`config.mk`:
```
export PLATFORM = sky130hd
export DESIGN_NAME = ram_arbiter
export DESIGN_NICKNAME = d
export VERILOG_FILES = /design/src/rtl/ram_arbiter.sv
export SDC_FILE = /design/constraint.sdc
export NUM_CORES = 1
export LEC_CHECK = 0
export CAP_MARGIN = 20
export CORE_UTILIZATION = 35
export DETAILED_ROUTE_END_ITERATION = 7
export DONT_BUFFER_PORTS = 1
export PLACE_DENSITY = 0.53
export SLEW_MARGIN = 20
export SYNTH_ARGS = -nofsm -noshare
export SYNTH_HDL_FRONTEND = slang
export SYNTH_SLANG_ARGS = --single-unit
```
`constraint.sdc`:
```
create_clock -name clk -period 1.55 [get_ports clk]
set_input_delay 0.155 -clock clk [delete_from_list [all_inputs] [get_ports clk]]
set_output_delay 0.155 -clock clk [all_outputs]
set_load 0.01 [all_outputs]
```
`src/rtl/ram_arbiter.sv`:
```
// ram_arbiter: shares a single-port RAM (MAR load / read-enable / write-load
// interface with a registered read output) between two requesters using a
// simple req/done handshake. One transaction is in flight at a time.
//
// Ports:
//   clk, rst         clock; synchronous active-high reset
//   req[1:0]         per-port request, held until that port's done pulse
//   we[1:0]          per-port write enable (1 = write), sampled at grant
//   addr0/addr1      per-port address, sampled at grant
//   wdata0/wdata1    per-port write data, sampled at grant
//   done[1:0]        one-cycle completion pulse for the granted port
//   rdata0/rdata1    per-port read data, held until that port's next read
//   busy             high whenever the FSM is not idle
//   grant[1:0]       one-hot owner of the current transaction, 0 when idle
//   ram_mar_load     RAM MAR load strobe
//   ram_en           RAM read enable (output register load)
//   ram_load         RAM write strobe
//   ram_wbus         value driven onto the RAM bus input
//   ram_rdata        RAM registered read output
module ram_arbiter #(
  parameter int AW       = 12,
  parameter int DW       = 16,
  parameter int FIX_PRIO = 0
) (
  input  logic          clk,
  input  logic          rst,
  input  logic [1:0]    req,
  input  logic [1:0]    we,
  input  logic [AW-1:0] addr0,
  input  logic [AW-1:0] addr1,
  input  logic [DW-1:0] wdata0,
  input  logic [DW-1:0] wdata1,
  output logic [1:0]    done,
  output logic [DW-1:0] rdata0,
  output logic [DW-1:0] rdata1,
  output logic          busy,
  output logic [1:0]    grant,
  output logic          ram_mar_load,
  output logic          ram_en,
  output logic          ram_load,
  output logic [DW-1:0] ram_wbus,
  input  logic [DW-1:0] ram_rdata
);

  typedef enum logic [2:0] {
    IDLE    = 3'd0,
    ADDR    = 3'd1,
    ACCESS  = 3'd2,
    CAPTURE = 3'd3,
    DONE    = 3'd4
  } state_t;

  state_t        state_r;
  state_t        state_s;
  logic          last_grant_r;
  logic [1:0]    grant_r;
  logic [AW-1:0] addr_r;
  logic          we_r;
  logic [DW-1:0] wdata_r;
  logic [DW-1:0] rdata0_r;
  logic [DW-1:0] rdata1_r;
  logic          win_s;
  logic [DW-1:0] addr_ext_s;

  // Arbitration: a lone requester wins; a tie goes to port 0 (fixed) or
  // to the port that did not win last time (round-robin).
  always_comb begin
    win_s = 1'b0;
    case (req)
      2'b01:   win_s = 1'b0;
      2'b10:   win_s = 1'b1;
      2'b11:   win_s = (FIX_PRIO != 0) ? 1'b0 : ~last_grant_r;
      default: win_s = 1'b0;
    endcase
  end

  // Zero-extend the latched address to the RAM bus width.
  always_comb begin
    addr_ext_s         = '0;
    addr_ext_s[AW-1:0] = addr_r;
  end

  // Next-state logic.
  always_comb begin
    state_s = state_r;
    case (state_r)
      IDLE: begin
        if (req != 2'b00) state_s = ADDR;
        else              state_s = IDLE;
      end
      ADDR:    state_s = ACCESS;
      ACCESS: begin
        if (we_r) state_s = DONE;      // writes need no capture cycle
        else      state_s = CAPTURE;
      end
      CAPTURE: state_s = DONE;
      DONE:    state_s = IDLE;
      default: state_s = IDLE;
    endcase
  end

  // RAM strobes and bus decoded from state; only one strobe is high per state.
  always_comb begin
    ram_mar_load = 1'b0;
    ram_en       = 1'b0;
    ram_load     = 1'b0;
    ram_wbus     = '0;
    done         = 2'b00;
    case (state_r)
      ADDR: begin
        ram_mar_load = 1'b1;
        ram_wbus     = addr_ext_s;
      end
      ACCESS: begin
        if (we_r) begin
          ram_load = 1'b1;
          ram_wbus = wdata_r;
        end else begin
          ram_en   = 1'b1;
        end
      end
      DONE:    done = grant_r;
      default: done = 2'b00;
    endcase
  end

  // Status and data outputs driven straight from registers.
  always_comb begin
    busy   = (state_r != IDLE);
    grant  = grant_r;
    rdata0 = rdata0_r;
    rdata1 = rdata1_r;
  end

  // State register, grant/latch capture and read-data capture.
  always_ff @(posedge clk) begin
    if (rst) begin
      state_r      <= IDLE;
      last_grant_r <= 1'b1;            // so port 0 wins the first tie
      grant_r      <= 2'b00;
      addr_r       <= '0;
      we_r         <= 1'b0;
      wdata_r      <= '0;
      rdata0_r     <= '0;
      rdata1_r     <= '0;
    end else begin
      state_r <= state_s;
      case (state_r)
        IDLE: begin
          if (req != 2'b00) begin
            grant_r      <= win_s ? 2'b10 : 2'b01;
            last_grant_r <= win_s;
            addr_r       <= win_s ? addr1 : addr0;
            we_r         <= we[win_s];
            wdata_r      <= win_s ? wdata1 : wdata0;
          end else begin
            grant_r      <= 2'b00;
          end
        end
        CAPTURE: begin
          // RAM output was registered on the ACCESS edge
          if (grant_r[0])      rdata0_r <= ram_rdata;
          else if (grant_r[1]) rdata1_r <= ram_rdata;
          else                 rdata0_r <= rdata0_r;
        end
        DONE:    grant_r <= 2'b00;
        default: grant_r <= grant_r;
      endcase
    end
  end

endmodule

```
# After elaboration in Yosys (flattened, before gate mapping)
# Index checks and enable logic that the tools add are counted.
# totals
reg_bits	67
latch_bits	0
ram_bits	0
romBits	0
input_bits	78
out_inout_bits	56
elab_cells	43
memories	0
# classes
n_addsub	0
mul	0
div	0
order_cmp	1
eq_ne	6
shift	0
n_mux	19
bitwise_logic	2
n_reduce_logical	7
# op_table
op	n
16-bit two-way mux	2
16-bit one-hot mux with 2 select lines	1
12-bit two-way mux	1
3-bit one-hot mux with 4 select lines	1
1-bit two-way mux	8
3-bit by 2-bit equality test with 1-bit output, second input constant	2
2-bit two-way mux	3
2-bit equality test, second input constant	2
2-bit one-hot mux with 2 select lines	1
2-bit AND reduction	2
2-bit nonzero test	2
3-bit by 1-bit equality test with 1-bit output, second input constant	1
3-bit equality test, second input constant	1
3-bit logical NOT	1
3-bit two-way mux	1
3-bit AND reduction	1
3-bit nonzero test	1
1-bit by 2-bit < comparator with 1-bit output, second input constant	1
1-bit inverter	2
1-bit one-hot mux with 2 select lines	1

# Depth between registers and ports, before layout
# Gate-level depths: netlist of the first run.
# depth
ltp_word	5
depth_mapped	6

# Worst setup path before layout of the first run
# Ideal clock, no wire load.
# synth_path
path_kind	register to output
startpoint	reg state_r[1]
endpoint	out ram_wbus[12]
arrival_time_ns	1.321
path_slack_ns	0.074
stages_incl_launch_ff	6
path_cell_list	dfxtp_1 -> buf_4 -> inv_2 -> nor4b_4 -> buf_6 -> and2_1
# synth_between
elab_chain_cells	2
elab_cells_between_ends	3
cone_classes	2 x eq/ne; 1 x mux
# synth_rtl
element	line	source
from (decl)	53	state_t state_r;
from (signal assigned)	147	state_r <= state_s;
3-bit by 2-bit equality test with 1-bit output or 3-bit by 1-bit equality test with 1-bit output (tied branches)	109	case (state_r)
16-bit one-hot mux with 2 select lines *	109	
to (decl)	41	output logic [DW-1:0] ram_wbus,
# Mark *: on every way between the ends. The rest lies on a longest branch, timed or not.

# Final worst setup path of the first run
# layout_path
startpoint	reg state_r[2]
endpoint	out ram_wbus[12]
# Same word-level chain as after synthesis.

==> results of run 1 <==
cells in the mapped netlist, types with 2 or more instances:
library cell | n | area [µm²]
and2_1 | 5 | 31.3
a31oi_1 | 29 | 181
and3_1 | 3 | 18.8
o221a_1 | 29 | 327
dfxtp_1 | 67 | 1340
nand3_1 | 17 | 85.1
nand2_1 | 33 | 124
inv_1 | 30 | 113
nand2b_1 | 2 | 12.5
buf_4 | 3 | 22.5
a21oi_1 | 37 | 185
nor3_1 | 3 | 15.0
clkbuf_1 | 21 | 78.8
a22o_1 | 12 | 105
o21ai_0 | 19 | 95.1
buf_2 | 8 | 40.0
cells by family (layout without fill, tap and decap cells):
kind of cell | count (synthesis) | in the layout | share of synthesized area, %
AO/OA/AOI/OAI | 128 | 128 | 31.1
buffers and inverters | 64 | 117 | 9.22
flip-flops | 67 | 67 | 45.9
AND/OR/NAND/NOR | 75 | 75 | 13.7
final timing paths:
kind                                              start                 endpoint  slack (ns)  cells past startpoint
worst min-delay path                          wdata0[6]  wdata_r[6]$_SDFFE_PP0P_        0.02                      1
worst max-delay path              state_r[2]$_SDFF_PP0_             ram_wbus[12]       -0.16                      5
worst min register to register  rdata0[15]$_SDFFE_PP0P_  rdata0[15]$_SDFFE_PP0P_        0.50                      2
worst max register to register    state_r[1]$_SDFF_PP0_    state_r[2]$_SDFF_PP0_        0.14                      4
where the power goes:
group / switching [mW] / leakage (nW) / internal, mW
Sequential: 0.162 / 0.550 / 1.89
Combinational: 0.518 / 0.908 / 0.476
Clock: 0.754 / 0.101 / 0.769
Total: 1.43 / 1.56 / 3.14
placed cells by master (no fill, tap or decap), drive strengths merged, types with 2 or more instances in the layout:
cell	instances
o21ai	19
nand2	33
nor4b	2
nand3	17
dfxtp	67
nor3b	2
nor3	4
nand2b	2
a21oi	37
inv	35
a22o	12
clkbuf	10
a31oi	29
and2	5
o221a	29
dlygate4sd3	44
and3	3
buf	25
per-stage QoR:
| step | instance area, µm² | util, % |
|---|---|---|
| CTS | 3840 | 48.7 |
| finish | 3980 | 50.4 |
| floorplan | 2920 | - |
| global placement | 3120 | 39.6 |
| global route | 3980 | 50.4 |
| detailed placement | 3120 | 39.6 |
registers in the layout, indices dropped and copies added (netlist names):
| signal | flops |
|---|---|
| state_r | 3 |
| grant | 2 |
| rdata1 | 16 |
| rdata0 | 16 |
| last_grant_r | 1 |
| we_r | 1 |
| addr_r | 12 |
| wdata_r | 16 |
cell type report:
| type | instances | area share, % |
|---|---|---|
| clock inverter | 7 | 2.05 |
| timing repair buffer | 70 | 18.7 |
| multi-input combinational | 203 | 36.1 |
| inverter | 31 | 2.93 |
| clock buffer | 9 | 3.12 |
| tap | 102 | 3.21 |
| sequential | 67 | 34.0 |
repair_timing:
item,CTS,global route
resized for setup,8,15
hold buffers,45,0
buffers inserted,0,3
pin swaps,0,4
gates cloned,0,1
endpoints found under the hold margin,67,0
endpoints found under the setup margin,18,18
routing by layer:
metal	up-vias	global-route usage [%]	share of wire, %
met3	11	6.75	8.2
met1	1228	22.4	41
li1	1316	-	-
met2	116	32.5	49
met5	-	0	0
met4	0	5.77	1.4
==> impl_results.md, run 1 <==
* Drt wl/cell at 17.2 µm
* Reg area at approximately 0.0014 mm²
* Area Growth Syn to Fin at 36.2%
* Worst hold margin at 0.0206 ns
* Worst Path Max Fanout at 8
* CP cell instances: buf_8, nor4b_4, buf_4, clkbuf_16, and2_4
* Fin crit period at about 1.7 ns
* Via-per-instance ratio at between 5 and 6
* # rows at 32
* Dpl ws at around 0.13 ns
* CTS max path bufs at 2
* Drt drc at 0
* Largest net degree at the start of global routing at between 60 and 70
* Global Route Usage Sum at 19.1%
* Overall power at about 4.6 mW
* H-tree levels at 3
* Global-route wire length before repair at between 10000 and 15000 µm
* Vias in the first global route at approximately 2700
* I/O pin cnt at approximately 130
* Failing checks: setup timing
* Main synth FF type: dfxtp_1
* Die height at 93.3 µm
* Slowest cell on the critical path: dfxtp_4
* Placed insts at 424
* WL final at 8430 µm
* Worst vdd ir at a little under 0.6 mV
* Setup TNS at -2.37 ns
* Crit path kind: reg2out
* CP Data Required Time at between 1 and 1.5 ns
* Mean area per synthesized cell at 8.74 µm²
* RePlAce Congestion at 0.761
* Initial DRC Count at between 80 and 90
* Critical Path AT at about 1.6 ns
* Via Count at 2671
* Final setup margin at -0.164 ns
* Startpoint Class: flip-flop
* Final #Nets at 460
* Syn. warnings at 0
* Final hold violations at 0
* Core Region at ~0.008 mm²
* Antenna violations before repair at 0
* CTS sink cnt at 67
* HPWL Detailed at roughly 5400 µm
* #FFs+latches synth at 67
* Post-synth EDFFs at 0
* Share of cells above drive strength 1 at approximately 17%
* Worst-skew pair later-pin latency at roughly 0.34 ns
* Period utilization at 111%
* Post-Route Skew at roughly 0.013 ns
* Clk slew on worst S/H paths at 0.08 ns
* CTS tree: built
* Grt ovf at 0
* CP Capture Type: output pin
* Cell Pwr Density at 1150 mW/mm²
* First-pass detailed-route iteration total at 7
* Port-buffer cells at 0
* Fmax at ~580 MHz
* Final Setup Violations at 18
* Starting Density at a little under two fifths
* Sequential element share of the synthesized area at a little under half
* Die footprint at ~0.0087 mm²
* Cell Count, Final, Fillers Out at 489
* Slowest stage delay, CP at ~0.36 ns
* Synth cell types at 32
* Slew @ Worst Pin at between 0.4 and 0.5 ns
* Fillers at 732
* Hold Crit Class: in2reg
* Root Buffer: clkbuf_8
* Max-cap violations at 0
* Area of the multi-input gates at 0.00143 mm²
* Unrepaired setup endpoints after global routing: yes
* CTS Buf Count at 9
* Fraction of registers with async set/reset at 0%
* Critical path buffers and inverters at 3
* Die Wd at around 93 µm
* Fin. max-slew vios at 0
* Remaining antenna violation count after routing at 0
* Synthesized area at just under 0.003 mm²
* Mapped Nets at between 400 and 500
* Leak at 1.56 nW
* N_diodes at 0
* Slew HR at just over 70%
* Status: complete, but fails checks
* Gate Count Post-Synth at about 330
* Crit path max-delay family: buffers and inverters
(Power assumes the default switching activity.)
==> run 2, diff against run 1 <==
--- a/config.mk
+++ b/config.mk
@@ -6,9 +6,11 @@
 export NUM_CORES = 1
 export LEC_CHECK = 0
 export CAP_MARGIN = 20
+export CORE_ASPECT_RATIO = 0.9
 export CORE_UTILIZATION = 35
 export DETAILED_ROUTE_END_ITERATION = 7
 export DONT_BUFFER_PORTS = 1
+export GPL_ROUTABILITY_DRIVEN = 0
 export PLACE_DENSITY = 0.53
 export SLEW_MARGIN = 20
 export SYNTH_ARGS = -nofsm -noshare
==> impl_results.md, run 2 (synthesis gave the netlist of run 1 again) <==
* Status: complete, but fails checks
* Failing checks: DRC, setup timing
* Post-layout utilization of the core at 51.9%
* CTS tree: built
* Critical Path AT at about 1.6 ns
* Clk slew on worst S/H paths at roughly 0.070 ns
* Fin. max-slew vios at 0
* CTS Buf Count at 9
* Hold Crit Class: in2reg
* CP Capture Type: output pin
* Global-route wire length before repair at between 10000 and 15000 µm
* Final #Nets at about 480
* HPWL Detailed at around 5300 µm
* Final Setup Violations at 17
* I/O pin cnt at 134
* Via Count at about 2800
* Worst-skew pair later-pin latency at 0.34 ns
* FF-to-FF path depth at 6
* H-tree levels at 3
* Die Wd at slightly below 100 µm
* Critical Path Start: state_r[2]$_SDFF_PP0_
* CTS sink cnt at 67
* Final hold violations at 0
* Worst vdd ir at about 0.52 mV
* Remaining antenna violation count after routing at 0
* Fmax at between 500 and 600 MHz
* Reg area at approximately 0.0013 mm²
* Critical R2R Launch: state_r[0]$_SDFF_PP0_
* Fin crit period at ~1.7 ns
* Post-Route Skew at roughly 0.0093 ns
* Core Region at 0.00807 mm²
* Dpl ws at between 0.15 and 0.2 ns
* Period utilization at 110%
* Placement Cell Area at 0.00310 mm²
* Drt wl/cell at between 15 and 20 µm
* N_diodes at 0
* Design area at around 0.0042 mm²
* Startpoint Class: flip-flop
* Fillers at around 760
* Slew @ Worst Pin at 0.275 ns
* CTS max path bufs at 2
* Area of the multi-input gates at around 0.0015 mm²
* Area Growth Syn to Fin at 43.4%
* Crit path kind: reg2out
* Drt drc at 5
* Leak at 1.68 nW
* Via-per-instance ratio at around 5.6
* Grt ovf at 0
* Max-cap violations at 0
* Port-buffer cells at 0
* Cell Pwr Density at ~1200 mW/mm²
* WL final at roughly 8900 µm
* Die height at 88.6 µm
* Worst hold margin at 0.0622 ns
* Share of cells above drive strength 1 at 20.1%
* Most common cell after layout, fill and taps aside: dfxtp_1
* Initial DRC Count at between 150 and 200
* # rows at 31
* Unrepaired setup endpoints after global routing: yes
* Setup TNS at -2.12 ns
* Largest net degree at the start of global routing at 67
* Slew HR at 81.6%
* CP Data Required Time at between 1 and 1.5 ns
* Hold Path Cell Cnt at 2
* Die footprint at 0.00871 mm²
* Hold Startpoint: req[0]
* Global Route Usage Sum at ~20%
* Worst Path Max Fanout at 8
* Antenna violations before repair at 0
* Final setup margin at -0.152 ns
* Starting Density at 36.2%
* Root Buffer: clkbuf_8
* Most frequent cells in the layout: 63 x dfxtp_1, 47 x dlygate4sd3_1, 37 x a21oi_1
* First-pass detailed-route iteration total at 8
* Vias in the first global route at around 2500
run 2: cell types whose count changed in the layout (fill, tap and decap cells not counted), sizes merged:
cell	before	now
clkinv	1	0
dlygate4sd3	44	47
inv	35	31
clkbuf	10	14
buf	25	36
bufinv	1	3
run 2: power by group:
| part | leakage, nW | internal, mW | switching, mW |
|---|---|---|---|
| combinational | 1.01 | 0.610 | 0.575 |
| sequential | 0.550 | 1.89 | 0.150 |
| clock | 0.122 | 1.15 | 0.670 |
| total | 1.68 | 3.65 | 1.39 |
run 2: worst max-delay path, stage by stage, from the launching register on:
cell       delay [ns]
dfxtp_2          0.33
buf_8            0.12
nor4b_4          0.28
buf_4            0.16
clkbuf_16        0.15
and2_4           0.16
run 2: layout make-up:
class,instances,area share (%)
multi-input cells,203,34.7
flip-flops and latches,67,32.2
repair buffers,86,21.5
clock buffers,11,3.62
well taps,99,2.96
inverters,31,2.78
clock inverters,4,2.33
run 2: path summary, 6_finish.rpt:
path | endpoint | slack [ns]
setup / recovery | ram_wbus[13] | -0.15
hold reg to reg | rdata0[13]$_SDFFE_PP0P_ | 0.50
setup reg to reg | wdata_r[6]$_SDFFE_PP0P_ | 0.07
hold / removal | last_grant_r$_SDFFE_PP1P_ | 0.06
run 2: per-stage QoR:
stage               power (mW)  std cells
finish                    5.05        501
global route              5.29        501
CTS                       4.93        488
detailed placement        2.85        422
global placement          2.85        422
floorplan                 2.60        334
run 2: layer usage:
metal | global-route usage, % | share of wire (%) | up-vias
li1 | - | - | 1356
met1 | 25.2 | 44 | 1329
met2 | 31.7 | 48 | 100
met3 | 6.95 | 6.9 | 8
met4 | 5.70 | 0.97 | 0
met5 | 0 | 0 | -
run 2: repair_timing:
item,in CTS,in global routing
pin swaps,6,2
hold buffers,47,1
gates resized for setup,22,11
endpoints found under the setup margin,18,49
gates cloned,1,2
endpoints found under the hold margin,67,1
setup buffers,4,11
==> run 3, diff against run 2 <==
--- a/config.mk
+++ b/config.mk
@@ -6,12 +6,12 @@
 export NUM_CORES = 1
 export LEC_CHECK = 0
 export CAP_MARGIN = 20
-export CORE_ASPECT_RATIO = 0.9
-export CORE_UTILIZATION = 35
+export CORE_ASPECT_RATIO = 0.75
+export CORE_UTILIZATION = 31
 export DETAILED_ROUTE_END_ITERATION = 7
 export DONT_BUFFER_PORTS = 1
 export GPL_ROUTABILITY_DRIVEN = 0
-export PLACE_DENSITY = 0.53
+export PLACE_DENSITY = 0.49
 export SLEW_MARGIN = 20
 export SYNTH_ARGS = -nofsm -noshare
 export SYNTH_HDL_FRONTEND = slang
==> impl_results.md, run 3 (synthesis gave the netlist of run 1 again) <==
* Most common cell after layout, fill and taps aside: dfxtp_1
* Die footprint at between 0.009 and 0.01 mm²
* Slew HR at 80.8%
* # rows at 30
* Reg area at 0.00135 mm²
* Critical path buffers and inverters at 3
* Cell Pwr Density at around 1300 mW/mm²
* Vias in the first global route at between 2000 and 2500
* I/O pin cnt at 134
* Hold Crit Class: in2reg
* Status: complete, but fails checks
* Worst hold margin at 0.0163 ns
* Critical Path AT at ~1.6 ns
* Setup TNS at -2.65 ns
* WL final at 9010 µm
* CTS max path bufs at 2
* Via-per-instance ratio at between 5 and 6
* CTS sink cnt at 67
* Crit path max-delay family: buffers and inverters
* Worst-skew pair later-pin latency at roughly 0.33 ns
* Global Route Usage Sum at roughly 18%
* Worst Path Max Fanout at 8
* Overall power at 5.11 mW
* CP Data Required Time at about 1.4 ns
* Root Buffer: clkbuf_16
* Core Region at between 0.009 and 0.01 mm²
* Slowest cell on the critical path: dfxtp_4
* Largest net degree at the start of global routing at between 60 and 70
* CTS Buf Count at 9
* Fin crit period at around 1.7 ns
* Placed insts at 451
* HPWL Detailed at approximately 5500 µm
* Most frequent cells in the layout: 64 x dfxtp_1, 37 x a21oi_1, 34 x dlygate4sd3_1
* Initial DRC Count at approximately 150
* CP cell instances: buf_6, nor4b_4, buf_4, clkbuf_16, and2_4
* Drt wl/cell at approximately 18 µm
* CTS tree: built
* Final setup margin at -0.175 ns
* Crit path kind: reg2out
* Grt ovf at 0
* Share of cells above drive strength 1 at 18.5%
* Global-route wire length before repair at roughly 13000 µm
* Area Growth Syn to Fin at 39.9%
* Fmax at between 500 and 600 MHz
* Dpl ws at 0.163 ns
* Startpoint Class: flip-flop
* Final #Nets at 457
* Drt drc at 0
* Period utilization at 111%
* Leak at about 1.6 nW
* Antenna violations before repair at 0
* Area of the multi-input gates at about 0.0014 mm²
* Cell Count, Final, Fillers Out at slightly above 500
* CP Capture Type: output pin
* Slew @ Worst Pin at 0.284 ns
* Die height at roughly 86 µm
* Starting Density at 32.1%
* Fillers at approximately 890
* Via Count at around 2700
* Fin. max-slew vios at 0
* Port-buffer cells at 0
* N_diodes at 0
* Clk slew on worst S/H paths at about 0.05 ns
* Reg2reg setup slack at around 0.060 ns
* Max-cap violations at 0
* Final hold violations at 0
* Die Wd at around 110 µm
* Post-Route Skew at 0.00548 ns
* Worst vdd ir at 0.551 mV
* Remaining antenna violation count after routing at 0
* H-tree levels at 3
* Failing checks: setup timing
* Slowest stage delay, CP at roughly 0.34 ns
* First-pass detailed-route iteration total at 4
* Unrepaired setup endpoints after global routing: yes
* Final Setup Violations at 19
==> run 3: power breakdown <==
| group | internal (mW) | switching (mW) |
|---|---|---|
| clock network | 1.17 | 0.711 |
| registers | 1.90 | 0.154 |
| logic | 0.596 | 0.585 |
| total | 3.66 | 1.45 |
==> run 3: through the flow <==
step | instance area (µm²) | utilization (%)
after global routing | 4080 | 45.0
after detailed placement | 3160 | 34.8
after global placement | 3160 | 34.8
after CTS | 3860 | 42.5
final | 4080 | 45.0
after floorplan | 2920 | -
==> run 3: routing by layer <==
layer | track usage [%] | wire, µm | vias up
li1 | - | - | 1317
met1 | 24.4 | 4410 | 1303
met2 | 24.9 | 3910 | 86
met3 | 6.01 | 529 | 13
met4 | 7.44 | 154 | 0
met5 | 0 | 0 | -
==> run 3: cell type report <==
type	instances	area share, %
tap	128	3.92
multi-input combinational	203	35.3
timing repair buffer	67	18.1
inverter	31	2.85
clock buffer	14	6.46
sequential	67	33.1
clock inverter	2	0.245
==> run 3: worst paths after layout <==
kind	from	to	cells after the start
setup / recovery	state_r[0]$_SDFF_PP0_	ram_wbus[13]	5
hold / removal	wdata0[9]	wdata_r[9]$_SDFFE_PP0P_	1
setup reg to reg	state_r[0]$_SDFF_PP0_	wdata_r[0]$_SDFFE_PP0P_	7
hold reg to reg	rdata0[15]$_SDFFE_PP0P_	rdata0[15]$_SDFFE_PP0P_	2
==> run 3: timing repair <==
item	in CTS	in global routing
endpoints found under the setup margin	20	20
hold buffers	35	0
buffers inserted	0	7
hold endpoints to repair	65	0
resized for setup	12	21
pin swaps	0	6
cloned	1	2
